## config.mk

```make
export PLATFORM = sky130hd
export DESIGN_NAME = fir_filter
export DESIGN_NICKNAME = d
export VERILOG_FILES = /design/src/rtl/fir_filter.sv
export SDC_FILE = /design/constraint.sdc
export NUM_CORES = 1
export LEC_CHECK = 0
export ABC_AREA = 1
export CAP_MARGIN = 20
export CORE_MARGIN = 2
export CORE_UTILIZATION = 49
export DETAILED_ROUTE_END_ITERATION = 8
export PLACE_DENSITY_LB_ADDON = 0.3
export SLEW_MARGIN = 15
export SYNTH_ARGS = -nofsm -noshare
export SYNTH_HDL_FRONTEND = slang
export SYNTH_SLANG_ARGS = --single-unit
```

## constraint.sdc

```tcl
create_clock -name clk -period 7.4 [get_ports clk]
set_input_delay 1.48 -clock clk [delete_from_list [all_inputs] [get_ports clk]]
set_output_delay 1.48 -clock clk [all_outputs]
set_load 0.02 [all_outputs]
```

## src/rtl/fir_filter.sv

```systemverilog
`default_nettype none
// ============================================================================
//  Module      : fir_filter
//  Description : Four-tap signed FIR with a two-stage multiply/sum pipeline,
//                rounded and saturated to an 8-bit output with valid strobe.
//  Revision    : 1.0  initial release
// ============================================================================
module fir_filter #(
    parameter logic signed [7:0] C0    = 8'sd16,
    parameter logic signed [7:0] C1    = 8'sd48,
    parameter logic signed [7:0] C2    = 8'sd48,
    parameter logic signed [7:0] C3    = 8'sd16,
    parameter int unsigned       SHIFT = 7
) (
    input  logic              clk,
    input  logic              rst,
    input  logic signed [7:0] data,
    input  logic              dv,
    output logic signed [7:0] q,
    output logic              qv,
    output logic              sat,
    output logic              primed
);

    localparam logic signed [17:0] c_round = 18'sd1 <<< (SHIFT - 1);
    localparam logic signed [17:0] c_max   = 18'sd127;
    localparam logic signed [17:0] c_min   = -18'sd128;
    localparam logic        [2:0]  c_full  = 3'd4;

    logic signed [7:0]  r_x0, r_x1, r_x2, r_x3;
    logic signed [15:0] r_p0, r_p1, r_p2, r_p3;
    logic               r_v1, r_v2;
    logic        [2:0]  r_cnt;
    logic signed [7:0]  r_q;
    logic               r_sat, r_qv;

    logic signed [17:0] w_sum;
    logic signed [17:0] w_rnd;

    // Tap delay line and fill counter
    always_ff @(posedge clk) begin
        if (rst) begin
            r_x0  <= '0;
            r_x1  <= '0;
            r_x2  <= '0;
            r_x3  <= '0;
            r_cnt <= '0;
        end else if (dv) begin
            r_x3 <= r_x2;
            r_x2 <= r_x1;
            r_x1 <= r_x0;
            r_x0 <= data;
            if (r_cnt != c_full) begin
                r_cnt <= r_cnt + 3'd1;
            end
        end
    end

    // Stage 1: products of the already-shifted taps
    always_ff @(posedge clk) begin
        if (rst) begin
            r_p0 <= '0;
            r_p1 <= '0;
            r_p2 <= '0;
            r_p3 <= '0;
            r_v1 <= 1'b0;
            r_v2 <= 1'b0;
        end else begin
            r_v1 <= dv;
            r_v2 <= r_v1;
            if (r_v1) begin
                r_p0 <= C0 * r_x0;
                r_p1 <= C1 * r_x1;
                r_p2 <= C2 * r_x2;
                r_p3 <= C3 * r_x3;
            end
        end
    end

    always_comb begin
        w_sum = $signed({{2{r_p0[15]}}, r_p0}) + $signed({{2{r_p1[15]}}, r_p1})
              + $signed({{2{r_p2[15]}}, r_p2}) + $signed({{2{r_p3[15]}}, r_p3});
        w_rnd = (w_sum + c_round) >>> SHIFT;
    end

    // Stage 2: round, saturate and register the output
    always_ff @(posedge clk) begin
        if (rst) begin
            r_q   <= '0;
            r_sat <= 1'b0;
            r_qv  <= 1'b0;
        end else begin
            r_qv <= r_v2;
            if (r_v2) begin
                if (w_rnd > c_max) begin
                    r_q   <= 8'sd127;
                    r_sat <= 1'b1;
                end else if (w_rnd < c_min) begin
                    r_q   <= -8'sd128;
                    r_sat <= 1'b1;
                end else begin
                    r_q   <= w_rnd[7:0];
                    r_sat <= 1'b0;
                end
            end
        end
    end

    assign q      = r_q;
    assign qv     = r_qv;
    assign sat    = r_sat;
    assign primed = (r_cnt == c_full);

endmodule
`default_nettype wire

```

* Word level (Yosys, flattened, before mapping)
Cells that the tools add are included.
** Word-level totals
- Flip-flop bits (word level) :: 85
- Bits of input ports :: 11
- Output and inout bits :: 11
- Word-level logic and storage cells :: 30
** Cells by class
- $add $sub $neg :: 5
- Multipliers :: 2
- $lt $le $gt $ge :: 2
- Equal/unequal tests :: 2
- Muxes and demuxes :: 4
- Reduce and logical (&&, ||, !) cells :: 1
** Operators with widths (count)
- $mul 3x8->11 const A :: 2
- $add 17x12->18 :: 1
- $add 18x8->18 const B :: 1
- $add 16x15->17 :: 1
- $add 12x15->16 :: 1
- $mux 8 :: 2
- $gt 11x8->1 const B :: 1
- $lt 11x8->1 const B :: 1
- $add 3x1->3 const B :: 1
- $eq 3x3->1 const B :: 1
- $ne 3x3->1 const B :: 1
- $mux 1 :: 2
- $reduce_and 2->1 :: 1

* Logic depth before layout (Yosys ltp)
Gate-level depths: netlist of run 1.
- Depth after elaboration :: 7
- Gate-level depth with buffers :: 21
- Mapped depth without buffers :: 21

* Worst setup path before layout of run 1
OpenSTA, ideal clock, no wires.
- Kind :: reg2reg
- Start :: reg r_p0[5]
- End :: reg r_q[0] (netlist: q[0])
- Setup time :: 0.125 ns
- Data arrival time :: 3.279 ns
- Required time :: 7.275 ns
- Setup slack :: 3.996 ns
- Stages on the path, launching flop included :: 20
- Buffers on the path :: 0
- Period minus slack after synthesis :: 3.404 ns
- Cell sequence :: dfxtp_1 > inv_1 > fa_1 > inv_1 > fa_1 > inv_1 > fa_1 > inv_1 > nand2_1 > nor2_1 > inv_1 > fa_1 > nor2_1 > o21ai_0 > nand2_1 > nand2_1 > nand2_1 > nand3_2 > a21oi_4 > a21oi_1
** On the way
- Longest elaborated chain between the ends :: 7
- Elaborated cells on any way between the ends :: 8
- Those cells by class :: add/sub: 4; order compare: 2; mux: 2
** Ends and longest elaborated chain
- start, declared :: RTL line 31 : logic signed [15:0] r_p0, r_p1, r_p2, r_p3;
- start signal, assigned :: RTL line 72 : r_p0 <= C0 * r_x0;
- $add 12x15->16 (*) :: RTL line 81 : w_sum = $signed({{2{r_p0[15]}}, r_p0}) + $signed({{2{r_p1[15]}}, r_p1})
- $add 16x15->17 (*) :: RTL line 82 : + $signed({{2{r_p2[15]}}, r_p2}) + $signed({{2{r_p3[15]}}, r_p3});
- $add 17x12->18 (*) :: RTL line 82
- $add 18x8->18 (*) :: RTL line 83 : w_rnd = (w_sum + c_round) >>> SHIFT;
- $lt 11x8->1 :: RTL line 98 : end else if (w_rnd < c_min) begin
- $mux 8 :: RTL line 98
- $mux 8 (*) :: RTL line 95 : if (w_rnd > c_max) begin
- end signal, assigned :: RTL line 99 : r_q <= -8'sd128;
- end signal, assigned :: RTL line 102 : r_q <= w_rnd[7:0];
- end, declared :: RTL line 34 : logic signed [7:0] r_q;
Every way passes the cells marked *; elsewhere a longest branch is shown, timed or not.
A chain may end at the register's enable or synchronous reset.

* Final worst setup path of run 1
- Start :: in dv
- End :: reg r_cnt[2]
** On the way
- Longest elaborated chain between the ends :: 1
** Ends and longest elaborated chain
- start, declared :: RTL line 18 : input logic dv,
- $reduce_and 2->1 (no source line)
- end signal, assigned :: RTL line 54 : r_cnt <= r_cnt + 3'd1;
- end, declared :: RTL line 33 : logic [2:0] r_cnt;
No other way between the ends.

==> metrics.md, run 1 <==
| Metric | Value |
|---|---|
| Post-synthesis compound-gate area fraction | `14.9%` |
| Critical path startpoint | `dv` |
| Maximum VDD drop | `0.000109 V` |
| Synth cell types | `21` |
| Post-CTS setup buffer count | `0` |
| Die extent in x | `106 microns` |
| Fin nets | `759` |
| HPWL Detailed | `7.63 mm` |
| Vias | `4130` |
| Detailed Route Iter0 Violations | `253` |
| Diodes inserted | `0` |
| Sequential area share after synthesis | `33.5%` |
| Ratio of cells with drive above 1 in the final layout | `3.98%` |
| Endpoints failing setup | `0` |
| HP Class | `register to register` |
| TritonRoute pass-1 iters | `4` |
| Synth-to-layout area growth | `9.43%` |
| Mapped cell area | `0.00508 sq mm` |
| Critical path capture point type | `register` |
| WL final | `10.2 mm` |
| Simple-gate share of the synthesized area | `16.4%` |
| Status | `completed` |
| Post-Synth Adder-Cell Area | `22.2%` |
| Peak Freq | `258 MHz` |
| Largest net degree at the start of global routing | `68` |
| Final-report max-slew violation count | `0` |
| RSZ-0062 raised after global routing | `false` |
| Die Y-Extent | `106 microns` |
| WP data required | `7610 ps` |
| YS warnings | `0` |
| Reg clk slew, reported paths | `90 ps` |
| Place WS | `3210 ps` |
| CTS Buffer Depth | `2` |
| Die Area | `0.0112 sq mm` |
| Worst endpoint data arrival time | `4090 ps` |
| Latest clock arrival within the worst-skew pair | `350 ps` |
| Post-cts sizing count | `0` |
| CP startpoint kind | `primary input` |
| Initial antenna violation count | `0` |
| Total of max-cap violations | `0` |
| Period Utilization, post-route | `52.4%` |
| H-tree levels | `3` |
| Remaining global-route overflow | `0` |
| Mux cell area share after synthesis | `0%` |
| PD cells | `204 mW/mm^2` |
| Cells after synthesis | `663` |
| Antenna-violating nets left | `0` |
| CTS Buf Count | `9` |
| Max_slew headroom | `32.7%` |
| Clk sinks | `85` |
| Kind of critical path | `primary input to register` |
| Xor and xnor area share after synthesis | `3.10%` |
| First-pass GRT wire length | `17.8 mm` |
| Final number of hold-violating endpoints | `0` |
| Final setup skew | `13.7 ps` |
| Largest family of logic cells by synthesized area | `adder cells` |
| Clock root buffer | `clkbuf_8` |
| Avg Vias per Cell | `5.07` |
| R2r startpoint | `r_p0[5]` |
| Number of cell rows | `37` |
| Least-Margin Pin Slew | `1010 ps` |
| DRC | `0` |
| PnR worst setup slack | `3520 ps` |
| GR Util All Layers | `19.4%` |
| Hold path start | `q[7]` |
| CTS tree | `yes` |
| CTS Hold Bufs | `0` |
| LEAKAGE | `2.83 nW` |
| Vias in the first global route | `4068` |
| Tmin final | `3880 ps` |
| Top Ports | `22` |
| Cells after DPL | `798` |
| Avg Inst Size Synth | `7.67 sq um` |
| Setup TNS | `0 ps` |
| Final Non-Filler Cells | `814` |
| Core area | `0.0102 sq mm` |
| Detail-routed net length per standard cell | `12.6 microns` |
| Commonest cells after routing, fill and taps aside | `inv_1 (110), nor2_1 (93), dfxtp_1 (85), o21ai_0 (83), nand2_1 (81)` |
| Min Hold Slack | `480 ps` |
| Placer Congestion | `0.835` |
| Initial Util | `49.9%` |
| Synthesized flop and latch total | `85` |
| Most common cell after layout, fill and taps aside | `inv_1` |
| IO buf count | `21` |
| Fin util | `54.6%` |
| Max FO, Critical Path | `34` |
| Synth Net Count | `749` |
[worst paths after layout]
kind               to  cells past startpoint  slack (ps)
max          r_cnt[2]                      6        3520
min              q[7]                      2         480
max reg2reg      q[6]                     19        3660
min reg2reg      q[7]                      2         480
[report_power, final]
part           switching (mW)  internal, mW
sequential             0.0206         0.487
combinational           0.208         0.129
clock                   0.167         0.124
total                   0.396         0.740
[cell usage after synthesis (all sizes together)]
library cell / instances / area share (%)
nor2: 96 / 7.2
clkbuf: 24 / 1.8
o21bai: 1 / 0.15
o221ai: 1 / 0.17
a21oi: 60 / 6.1
nand3: 17 / 2.0
nand3b: 1 / 0.15
xnor2: 4 / 0.69
o21ai: 83 / 8.2
nand4: 6 / 0.74
inv: 110 / 8.1
dfxtp: 85 / 33
xor2: 14 / 2.4
nand2: 84 / 6.4
fa: 25 / 9.8
ha: 50 / 12
o211ai: 2 / 0.30
[flip-flops by register name, indices dropped and copies added, names as in the netlist]
signal / flops
q: 8
qv: 1
r_cnt: 3
r_p0: 8
r_p1: 11
r_p2: 11
r_p3: 8
r_v1: 1
r_v2: 1
r_x0: 8
r_x1: 8
r_x2: 8
r_x3: 8
sat: 1
[worst max-delay path, cell delays in order]
cell and delay (ps):
clkdlybuf4s50_1 1130, inv_1 740, nor2_1 420, nand2_1 110, xor2_1 140, nor2_1 50
[per-layer routing]
layer  track usage [%]  share of wire [%]  up-vias
li1                  -                  -     2126
met1              25.3                 47     1929
met2              34.1                 49       65
met3              2.41                3.1       10
met4              4.98               0.98        0
met5                 0                  0        -
[cell type report]
cell class                      count  area, sq um
Clock buffer                       10          128
Clock inverter                      6         46.3
Fill cell                         989         4620
Inverter                          110          413
Multi-Input combinational cell    444         2880
Sequential cell                    85         1700
Tap cell                          136          170
Timing Repair Buffer               23          225
[kinds of logic (layout without fill, tap and decap cells)]
logic type,count (synthesis),in the layout
compound gates,147,147
xor+xnor,18,18
fa+ha+maj,75,75
buf+inv,134,149
flops,85,85
simple gates,204,204
[through the flow]
| step | power (mW) | area (sq um) |
|---|---|---|
| 3_5_place_dp | 0.854 | 5390 |
| 4_1_cts | 1.14 | 5560 |
| 6_report | 1.14 | 5560 |
| 3_3_place_gp | 0.844 | 5390 |
| 5_1_grt | 1.22 | 5560 |
| 2_1_floorplan | 0.773 | 5080 |
(Power assumes the default switching activity.)
==> run 2, diff against run 1 <==
Clock period 7.4 ns to 3.6 ns, I/O delays scaled along.
==> metrics.md, run 2 (synthesis results as in run 1) <==
| Metric | Value |
|---|---|
| IO buf count | `21` |
| Fin util | `56.4%` |
| Latest clock arrival within the worst-skew pair | `370 ps` |
| Number of cell rows | `37` |
| Avg Vias per Cell | `5.05` |
| Top Ports | `22` |
| WL final | `10.3 mm` |
| Vias | `4154` |
| CP peak stage delay | `430 ps` |
| Commonest cells after routing, fill and taps aside | `inv_1 (103), nor2_1 (91), o21ai_0 (82), nand2_1 (81), dfxtp_1 (81)` |
| Diodes inserted | `0` |
| Final Non-Filler Cells | `822` |
| Clock root buffer | `clkbuf_8` |
| WP data required | `3850 ps` |
| LEAKAGE | `2.89 nW` |
| HP Class | `register to register` |
| First-pass GRT wire length | `18.0 mm` |
| Kind of critical path | `register to register` |
| CTS Hold Bufs | `0` |
| Final Cell Area | `0.00574 sq mm` |
| Initial Util | `49.9%` |
| CP max-delay cell | `fa_1` |
| TritonRoute pass-1 iters | `7` |
| PD cells | `437 mW/mm^2` |
| Initial antenna violation count | `0` |
| GR Util All Layers | `19.7%` |
| CP startpoint kind | `register` |
| Worst path buffer plus inverter count | `5` |
| Remaining global-route overflow | `0` |
| CTS Buf Count | `9` |
| Largest net degree at the start of global routing | `43` |
| Core area | `0.0102 sq mm` |
| DRC | `0` |
| Critical-path cell list | `inv_2 > fa_2 > inv_2 > fa_1 > inv_2 > fa_1 > inv_1 > nand2_1 > nor2_2 > inv_2 > fa_2 > nor2_4 > o21ai_2 > nand2_1 > nand2_1 > nand2_1 > nand3_2 > a21oi_4 > a21oi_1` |
| Final setup skew | `18.3 ps` |
| Max FO, Critical Path | `7` |
| Placed cell area | `0.00543 sq mm` |
| Antenna-violating nets left | `0` |
| Min Hold Slack | `476 ps` |
| Status | `completed` |
| Reg clk slew, reported paths | `100 ps` |
| CTS Buffer Depth | `2` |
| RSZ-0062 raised after global routing | `true` |
| Top delay family on crit path | `adder cells` |
| Endpoints failing setup | `0` |
| Critical path capture point type | `register` |
| Period Utilization, post-route | `96.8%` |
| Cells after DPL | `803` |
| Placer Congestion | `0.896` |
| Critical Path Stages | `19` |
| Clk sinks | `85` |
| Final-report max-slew violation count | `0` |
| Most common cell after layout, fill and taps aside | `inv_1` |
| Synth-to-layout area growth | `12.9%` |
| Die Y-Extent | `106 microns` |
| Least-Margin Pin Slew | `523 ps` |
| Hold Path Depth | `2` |
| HPWL Detailed | `7.44 mm` |
| Ratio of cells with drive above 1 in the final layout | `8.89%` |
| Die extent in x | `106 microns` |
| H-tree levels | `3` |
| Peak Freq | `287 MHz` |
| Detailed Route Iter0 Violations | `211` |
| Worst reg2reg path depth | `19` |
| Maximum VDD drop | `0.000212 V` |
| Detail-routed net length per standard cell | `12.6 microns` |
| Tmin final | `3480 ps` |
| Vias in the first global route | `3980` |
| CTS tree | `yes` |
| Worst endpoint data arrival time | `3730 ps` |
| Largest regs | `r_p1 x11, r_p2 x11` |
| Total Power | `2.51 mW` |
| Fill count | `950` |
| Total of max-cap violations | `0` |
| Final number of hold-violating endpoints | `0` |
| Max_slew headroom | `64.9%` |
| Fin nets | `767` |
| Die Area | `0.0112 sq mm` |
run 2: cell types whose count changed in the layout (fill, tap and decap cells not counted), sizes merged:
cell	previous run	this run
buf	2	10
bufinv	0	1
clkbuf	10	9
run 2: what timing repair did:
item,4_1_cts,5_1_grt
buffers inserted,0,2
resized for setup,0,28
endpoints found under the setup margin,0,8
run 2: worst reg2reg max path, stage by stage (launching register included):
cell and delay, ps:
dfxtp_2 340, inv_2 40, fa_2 370, inv_2 60, fa_1 430, inv_2 80, fa_1 400, inv_1 60
nand2_1 60, nor2_2 140, inv_2 50, fa_2 430, nor2_4 110, o21ai_2 80, nand2_1 90, nand2_1 50
nand2_1 90, nand3_2 110, a21oi_4 280, a21oi_1 100
run 2: cell type report:
type,instances,area [sq um],share of cell area (%)
inverters,110,413,7.19
multi-input cells,444,2940,51.3
flip-flops and latches,85,1710,29.7
clock inverters,7,90.1,1.57
clock buffers,9,124,2.16
well taps,136,170,2.96
repair buffers,31,293,5.10
run 2: path summary, 6_finish.rpt:
path                               from      end  slack, ps
worst max register to register  r_p0[5]     q[0]        120
worst min-delay path            r_p1[6]  r_p1[6]        480
worst max-delay path            r_p0[5]     q[0]        120
worst min register to register  r_p1[6]  r_p1[6]        480
run 2: through the flow:
stage	setup TNS [ps]	worst slack (ps)
after floorplan	0	196
after global placement	0	165
after detailed placement	0	84.4
after CTS	0	62.8
after global routing	-340	-67.9
final	0	115
run 2: metal layers:
layer  GRT usage, %  vias to the layer above  wire (microns)
li1               -                     2140               -
met2           32.5                       68            4900
met1           26.1                     1931            4920
met5              0                        -               0
met3           3.90                       15             389
met4           5.92                        0             132
run 2: where the power goes:
group | total, mW | internal [mW] | switching (mW) | leakage, nW
Combinational | 0.736 | 0.283 | 0.452 | 2.08
Sequential | 1.04 | 1.00 | 0.0416 | 0.703
Clock | 0.727 | 0.336 | 0.391 | 0.101
